===== src/rtl/fetch_queue_pkg.sv =====
// Shared constants and helpers for the fetch queue: PC stride, decode-stage
// PC offset and the width of the occupancy counter.
package fetch_queue_pkg;
    localparam int PC_INC     = 4;
    localparam int DECODE_OFF = 8;

    // Counter must represent 0..DEPTH inclusive, hence the extra bit.
    function automatic int count_w(input int depth);
        return $clog2(depth) + 1;
    endfunction
endpackage


===== src/rtl/fq_ring.sv =====
// Ring buffer of {pc, instr} entries with head/tail pointers and occupancy.
// The head entry is read combinationally so decode sees it the cycle after the write.
module fq_ring
    import fetch_queue_pkg::*;
#(
    parameter int DATA_W = 32,
    parameter int ADDR_W = 32,
    parameter int DEPTH  = 4
) (
    input  logic                        clk,
    input  logic                        rst,
    input  logic                        push_i,
    input  logic                        pop_i,
    input  logic                        clear_i,
    input  logic [ADDR_W-1:0]           wr_pc_i,
    input  logic [DATA_W-1:0]           wr_instr_i,
    output logic                        head_valid_o,
    output logic [ADDR_W-1:0]           head_pc_o,
    output logic [DATA_W-1:0]           head_instr_o,
    output logic [count_w(DEPTH)-1:0]   count_o,
    output logic                        full_o
);
    localparam int PW = $clog2(DEPTH);
    localparam int CW = count_w(DEPTH);

    logic [ADDR_W-1:0] pc_mem    [DEPTH];
    logic [DATA_W-1:0] instr_mem [DEPTH];

    logic [PW-1:0] head_q, head_d;
    logic [PW-1:0] tail_q, tail_d;
    logic [CW-1:0] count_q, count_d;

    // Entry storage carries no reset; validity is tracked by count_q alone.
    always_ff @(posedge clk) begin
        if (push_i && !clear_i) begin
            pc_mem[tail_q]    <= wr_pc_i;
            instr_mem[tail_q] <= wr_instr_i;
        end
    end

    always_comb begin
        head_d  = head_q;
        tail_d  = tail_q;
        count_d = count_q;
        if (clear_i) begin
            head_d  = '0;
            tail_d  = '0;
            count_d = '0;
        end else begin
            if (push_i) tail_d = tail_q + PW'(1);
            if (pop_i)  head_d = head_q + PW'(1);
            case ({push_i, pop_i})
                2'b10:   count_d = count_q + CW'(1);
                2'b01:   count_d = count_q - CW'(1);
                default: count_d = count_q;
            endcase
        end
    end

    always_ff @(posedge clk or posedge rst) begin
        if (rst) begin
            head_q  <= '0;
            tail_q  <= '0;
            count_q <= '0;
        end else begin
            head_q  <= head_d;
            tail_q  <= tail_d;
            count_q <= count_d;
        end
    end

    assign head_valid_o = (count_q != '0);
    assign full_o       = (count_q == CW'(DEPTH));
    assign count_o      = count_q;
    assign head_pc_o    = pc_mem[head_q];
    assign head_instr_o = instr_mem[head_q];
endmodule


===== src/rtl/fetch_queue.sv =====
// Instruction fetch queue: owns the fetch PC and redirect handling, and buffers
// fetched words for decode in an fq_ring.
module fetch_queue
    import fetch_queue_pkg::*;
#(
    parameter int                DATA_W   = 32,
    parameter int                ADDR_W   = 32,
    parameter int                DEPTH    = 4,
    parameter logic [ADDR_W-1:0] RESET_PC = '0
) (
    input  logic                        clk,
    input  logic                        reset,
    output logic [ADDR_W-1:0]           PCF,
    output logic                        FetchEnF,
    input  logic [DATA_W-1:0]           InstrF,
    input  logic                        Flush,
    input  logic [ADDR_W-1:0]           BranchTarget,
    input  logic                        StallD,
    output logic                        ValidD,
    output logic [DATA_W-1:0]           InstrD,
    output logic [ADDR_W-1:0]           PCPlus8D,
    output logic [count_w(DEPTH)-1:0]   Count
);
    logic [ADDR_W-1:0] pc_q, pc_d;
    logic              push, pop;
    logic              head_valid, full;
    logic [ADDR_W-1:0] head_pc;
    logic [DATA_W-1:0] head_instr;

    // A full queue may still accept a word when the head leaves in the same cycle.
    assign pop  = head_valid && !StallD && !Flush;
    assign push = !Flush && (!full || pop);

    always_comb begin
        pc_d = pc_q;
        if (Flush)     pc_d = BranchTarget;
        else if (push) pc_d = pc_q + ADDR_W'(PC_INC);
    end

    always_ff @(posedge clk or posedge reset) begin
        if (reset) pc_q <= RESET_PC;
        else       pc_q <= pc_d;
    end

    fq_ring #(
        .DATA_W (DATA_W),
        .ADDR_W (ADDR_W),
        .DEPTH  (DEPTH)
    ) u_ring (
        .clk          (clk),
        .rst          (reset),
        .push_i       (push),
        .pop_i        (pop),
        .clear_i      (Flush),
        .wr_pc_i      (pc_q),
        .wr_instr_i   (InstrF),
        .head_valid_o (head_valid),
        .head_pc_o    (head_pc),
        .head_instr_o (head_instr),
        .count_o      (Count),
        .full_o       (full)
    );

    assign PCF      = pc_q;
    assign FetchEnF = push;
    assign ValidD   = head_valid;
    assign InstrD   = head_valid ? head_instr : '0;
    assign PCPlus8D = head_valid ? (head_pc + ADDR_W'(DECODE_OFF)) : '0;
endmodule

===== config.mk =====
export PLATFORM = sky130hd
export DESIGN_NAME = fetch_queue
export DESIGN_NICKNAME = d
export VERILOG_FILES = /design/src/rtl/fetch_queue_pkg.sv /design/src/rtl/fq_ring.sv /design/src/rtl/fetch_queue.sv
export SDC_FILE = /design/constraint.sdc
export NUM_CORES = 1
export LEC_CHECK = 0
export ABC_CLOCK_PERIOD_IN_PS = 7100
export BUFFER_PORTS_ARGS = -buffer_cell sky130_fd_sc_hd__buf_4
export CORE_AREA = 10 10 168 170
export CTS_CLUSTER_DIAMETER = 30
export DETAILED_ROUTE_END_ITERATION = 10
export DIE_AREA = 0 0 178 180
export GPL_TIMING_DRIVEN = 0
export PLACE_DENSITY = 0.75
export SYNTH_ARGS = -nofsm -noshare
export SYNTH_HDL_FRONTEND = slang
export SYNTH_SLANG_ARGS = --single-unit
export TNS_END_PERCENT = 1

===== constraint.sdc =====
create_clock -name clk -period 7.1 [get_ports clk]
set_clock_uncertainty 0.1 [all_clocks]
set_input_delay 1.42 -clock clk [delete_from_list [all_inputs] [get_ports clk]]
set_output_delay 1.42 -clock clk [all_outputs]
set_load 0.02 [all_outputs]

# Word level (Yosys, flattened, before mapping)
# Memories as Yosys holds them, arrays and structs flattened.
# Cells that the tools add are included.
# totals
reg_bits,39
ram_bits,256
memories,2
# memory_table
memory,depth,width,read_ports,rd_clocked_by_memory_dff,wr,line,text
u_ring.instr_mem,4,32,1,0,1,fq_ring.sv:27,logic [DATA_W-1:0] instr_mem [DEPTH];
u_ring.pc_mem,4,32,1,0,1,fq_ring.sv:26,logic [ADDR_W-1:0] pc_mem [DEPTH];
# op_classes
n_addsub,6
n_eq_ne,3
mux,12
reduce_logical,12
# ops
op,n
2-to-1 mux 32 bit,4
adder 32 x 3 -> 32 bit (second input constant),1
adder 32 x 4 -> 32 bit (second input constant),1
2-to-1 mux 2 bit,4
case mux 3 bit (2 select lines),1
nonzero test 3 bit,2
adder 2 x 1 -> 2 bit (second input constant),2
logical AND 1 bit,4
nonzero test 2 bit,2
adder 3 x 1 -> 3 bit (second input constant),1
== test 3 bit (second input constant),1
zero test 1 bit,3
2-to-1 mux 3 bit,1
subtractor 3 x 1 -> 3 bit (second input constant),1
== test 2 x 1 -> 1 bit (second input constant),1
== test 2 bit (second input constant),1
2-to-1 mux 1 bit,2
logical OR 1 bit,1

# Logic depth before layout (Yosys ltp)
# logic_depth
word_depth,8
depth_mapped,9
ltp_nobuf,7

# By module
# A second synthesis with hierarchy kept.
# hier_totals
hier_cells,774
hier_area_um2,12620.9
# modules_own_cells
module,n_inst,cells_per_inst,area_per_inst_um2
fq_ring,1,378,9674.3
fetch_queue,1,396,2946.6

# Worst setup path before layout
# No wires, ideal clock.
# synth_timing
path_type,input to register
startpoint,in Flush
endpoint,"mem u_ring.instr_mem[0][0], enable pin"
arrival_time_ns,3.833
required_time_ns,6.571
setup_slack_ns,2.738
stages,4
path_buffers,1
cell_sequence,clkbuf_1 > o211a_1 > nor2_1 > and2_1
# synth_between
elab_chain_cells,7
# synth_lines
element,line,text
start: declaration,fetch_queue.sv:16,"input logic Flush,"
zero test 1 bit (*),"fetch_queue.sv:31, fetch_queue.sv:32",
logical AND 1 bit,fetch_queue.sv:31,assign pop = head_valid && !StallD && !Flush;
logical OR 1 bit,fetch_queue.sv:32,assign push = !Flush && (!full || pop);
logical AND 1 bit (*),fetch_queue.sv:32,
net FetchEnF,fetch_queue.sv:14,"output logic FetchEnF,"
logical AND 1 bit (*),fq_ring.sv:35,if (push_i && !clear_i) begin
2-to-1 mux 1 bit (*),fq_ring.sv:35,
2-to-1 mux 1 bit (not written as such) (*),fq_ring.sv:37,instr_mem[tail_q] <= wr_instr_i;
end: declaration,fq_ring.sv:27,
# Mark *: on every way through the listed nets, which the timed path passes. The rest lies on a longest branch.

# Final worst setup path
# layout_timing
startpoint,reg u_ring.head_q[1]
endpoint,out PCPlus8D[2]
# layout_between
elab_chain_cells,3
# layout_lines
element,line,text
start: declaration,fq_ring.sv:29,"logic [PW-1:0] head_q, head_d;"
start signal: assignment,fq_ring.sv:62,head_q <= '0;
start signal: assignment,fq_ring.sv:66,head_q <= head_d;
memory (4 x 32 bit),--,
adder 32 x 4 -> 32 bit,fetch_queue.sv:68,assign PCPlus8D = head_valid ? (head_pc + ADDR_W'(DECODE_OFF)) : '0;
2-to-1 mux 32 bit,fetch_queue.sv:68,
end: declaration,fetch_queue.sv:21,"output logic [ADDR_W-1:0] PCPlus8D,"
# No other way between the ends.

==> impl_results.md <==
- Clock Tree Buf Depth: 3
- Final setup fails: 0
- Synthesized Nets: 809
- CP required: 5580 ps
- Place WS: 2449 ps
- Reg power frac: 32.4%
- Least-Margin Pin Slew: 881.8 ps
- Routability cong.: 0.8096
- Core area: 24890 um2
- Ys async rst share: 13.22%
- Die area: 32040 um2
- CP most frequent cell: clkbuf_1
- Arr. time, crit path: 3650 ps
- Vias per std cell: 5.572
- I/O Pins: 169
- Final Slew Violations: 0
- Mapped Cells: 733
- Rows: 58
- CTS tree: done
- Routed WL: 29540 um
- Post_cts resized: 0
- Nets: 1038
- Seq/Total Area, Yosys: 69.67%
- # DRC: 0
- PortBufs: 167
- Slowest CP cell: clkbuf_1
- Worst setup EP type: output port
- ANT cells: 0
- Pwr Density: 408.8 nW/um2
- Layout cells sized above 1: 35.25%
- CP Launch Type: flop
- CTS Buf Count: 56
- Placed cell area: 14220 um2
- DR vias: 7467
- Die width: 178 um
- Synth Warn #: 0
- Max-cap violation count: 0
- Hold WC Path Type: reg2reg
- Slowest cell delay on critical path: 720 ps
- Fin crit share: 72.75%
- Dpl hpwl: 19330 um
- Setup_tns: 0 ps
- P&R area growth vs syn: 30.51%
- Max VDD drop: 209.0 uV
- DRT antenna net count: 0
- Drt pass-1 iters: 6
- Post-synth EDFFs: 256
- Worst-case reg-to-reg path depth: 7
- Power Total: 6.634 mW
- Post-Synthesis Mean Instance Area: 16.96 um2
- Comb pwr share: 26.2%
- Clock Sink Count: 295
- Largest net degree at the start of global routing: 51
- Net Switching: 1.999 mW
- Total grt overflow: 0
- Placed Cells incl. Taps: 1234
- Count of state elements after synthesis: 295
- Count of cell types in the netlist: 41
- Final critical-path required period: 5165 ps
- Initial core utilization: 49.95%
- Setup fix buffers added after clock tree synthesis: 0
- Initial antenna violation count: 0
- Worst-path clk slew: 50 ps
- Max Clk Rate: 193.6 MHz
- Hold Worst Slack: 468.4 ps
- Mapped cell area: 12430 um2
- Final Instance Area: 16230 um2
- First-pass GRT wire length: 45830 um
- Root Driver: clkbuf_16
- Pint: 4.635 mW
- Worst setup slack after layout: 1935 ps
- Non-Filler Instances: 1340
- Leak Pwr: 5.874 nW
- Vias in the first global route: 7914
- Cell Chain, Critical Path: clkbuf_8 -> buf_2 -> buf_6 -> clkbuf_1 -> clkbuf_1 -> mux4_2 -> and2_1 -> buf_4
- Die H: 180 um
- Total track usage: 18.29%
- Htree depth: 2
- Crit-path max FO: 10
- WL/cell: 22.04 um
- Hold Vio Cnt, Final: 0
- Outcome: finished, final reports clean
- Top_reg_cell synth: edfxtp_1
- Worst setup path class: reg2out
- Hold depth: 0
- Sw frac: 30.13%
- Part of the power in the clock network: 41.3%
- Core Util, Final: 65.20%
- Drt initial violations: 598
- Clock latency on the worst-skew pair: 560 ps
- Hold buffers post-CTS: 0
- RSZ-0062 raised after global routing: no
- Worst slew margin: 41.22%
==> power by group through the flow <==
stage	clock network, mW	logic [mW]	registers [mW]
after detailed placement	0	1.76	2.18
after CTS	2.79	1.78	2.15
after global placement	0	1.72	2.19
after floorplan	0	1.05	2.19
final	2.74	1.74	2.15
after global routing	2.87	1.87	2.17
==> cell type report <==
class                      instances  area (um2)
tap                              330       412.9
timing repair buffer             171        1364
inverter                          10       37.54
multi-input combinational        392        3523
buffer                            36       226.5
sequential                       295        8663
clock buffer                      60        1438
clock inverter                    46       563.0
fill                            1746        8663
==> flip-flops by register name, summed over array words and instances, names as in the netlist <==
register / cells
u_ring.head_q: 2
PCF: 32
u_ring.instr_mem: 128
u_ring.pc_mem: 128
u_ring.tail_q: 2
u_ring.count_o: 3
==> layer usage <==
metal	GRT usage [%]	wire, um	up-vias
met2	29.04	14320	324
li1	-	-	3371
met5	0	0	-
met3	4.778	2403	34
met1	24.59	12440	3738
met4	4.603	378	0
==> path summary, 6_finish.rpt <==
kind / startpoint / end / slack [ps]
max in group asynchronous: reset / PCF[0] / 5400
min in group asynchronous: reset / PCF[13] / 940
setup / recovery: u_ring.head_q[1] / PCPlus8D[2] / 1940
hold / removal: PCF[0] / u_ring.pc_mem[2][0] / 470
hold reg to reg: PCF[0] / u_ring.pc_mem[2][0] / 470
setup reg to reg: u_ring.head_q[1] / u_ring.head_q[1] / 4300
==> cell families (layout without fill, tap and decap cells) <==
logic type | after synthesis | after routing | synth area share [%]
multiplexers | 73 | 73 | 12.81
buffers and inverters | 46 | 323 | 2.123
adder cells (fa/ha/maj) | 8 | 8 | 0.8050
AND/OR/NAND/NOR | 212 | 212 | 9.066
AO/OA/AOI/OAI | 56 | 56 | 2.495
XOR/XNOR | 43 | 43 | 3.029
flip-flops | 295 | 295 | 69.67
==> placed cells by master (no fill, tap or decap), types with 6 or more instances in the layout <==
cell type and instances:
nand2_1 49, edfxtp_1 256, mux4_2 49, nor4_1 8, dfrtp_1 39, ha_1 8, buf_4 169, a21oi_1 14
clkinv_4 10, and2_1 38, nand4_1 18, inv_6 13, clkbuf_16 57, inv_1 9, or4_1 9, clkinvlp_4 7
xor2_1 24, clkbuf_1 20, and3_1 6, buf_2 7, mux4_1 15, o31ai_1 6, o21ai_0 32, nor3_1 8
xnor2_1 19, bufinv_16 9, nor2_1 30, nand3_1 21
==> critical path: cells and delay by family, from the launching register on <==
| kind | cells | cell delay, ps |
|---|---|---|
| muxes | 1 | 420 |
| and+or+nand+nor | 1 | 200 |
| buffers and inverters | 6 | 2050 |
| DFF | 1 | 390 |
==> cell usage after synthesis, drive strengths merged, types with 2 or more instances <==
cell    number  area [um2]
nand4       19       125.1
xnor2       19       166.4
nand3       21       105.1
and2        42       262.8
dfrtp       39       975.9
nor2b        2       12.51
xor2        24       210.2
ha           8       100.1
o31ai        6       45.04
and3         6       37.54
nor3         8       40.04
o21ai       32       160.2
edfxtp     256        7687
nor2        30       112.6
o211ai       2       15.01
mux2i        5       50.05
a21oi       14       70.07
or4         10       76.32
and4         5       45.04
nor4         9       56.30
or3          6       38.79
nand2       49       183.9
mux4        64        1498
inv         10       37.54
buf         16       121.4
mux2         4       45.04
or2          4       25.02
clkbuf      20       105.1
Power figures use the tool's default switching activity.
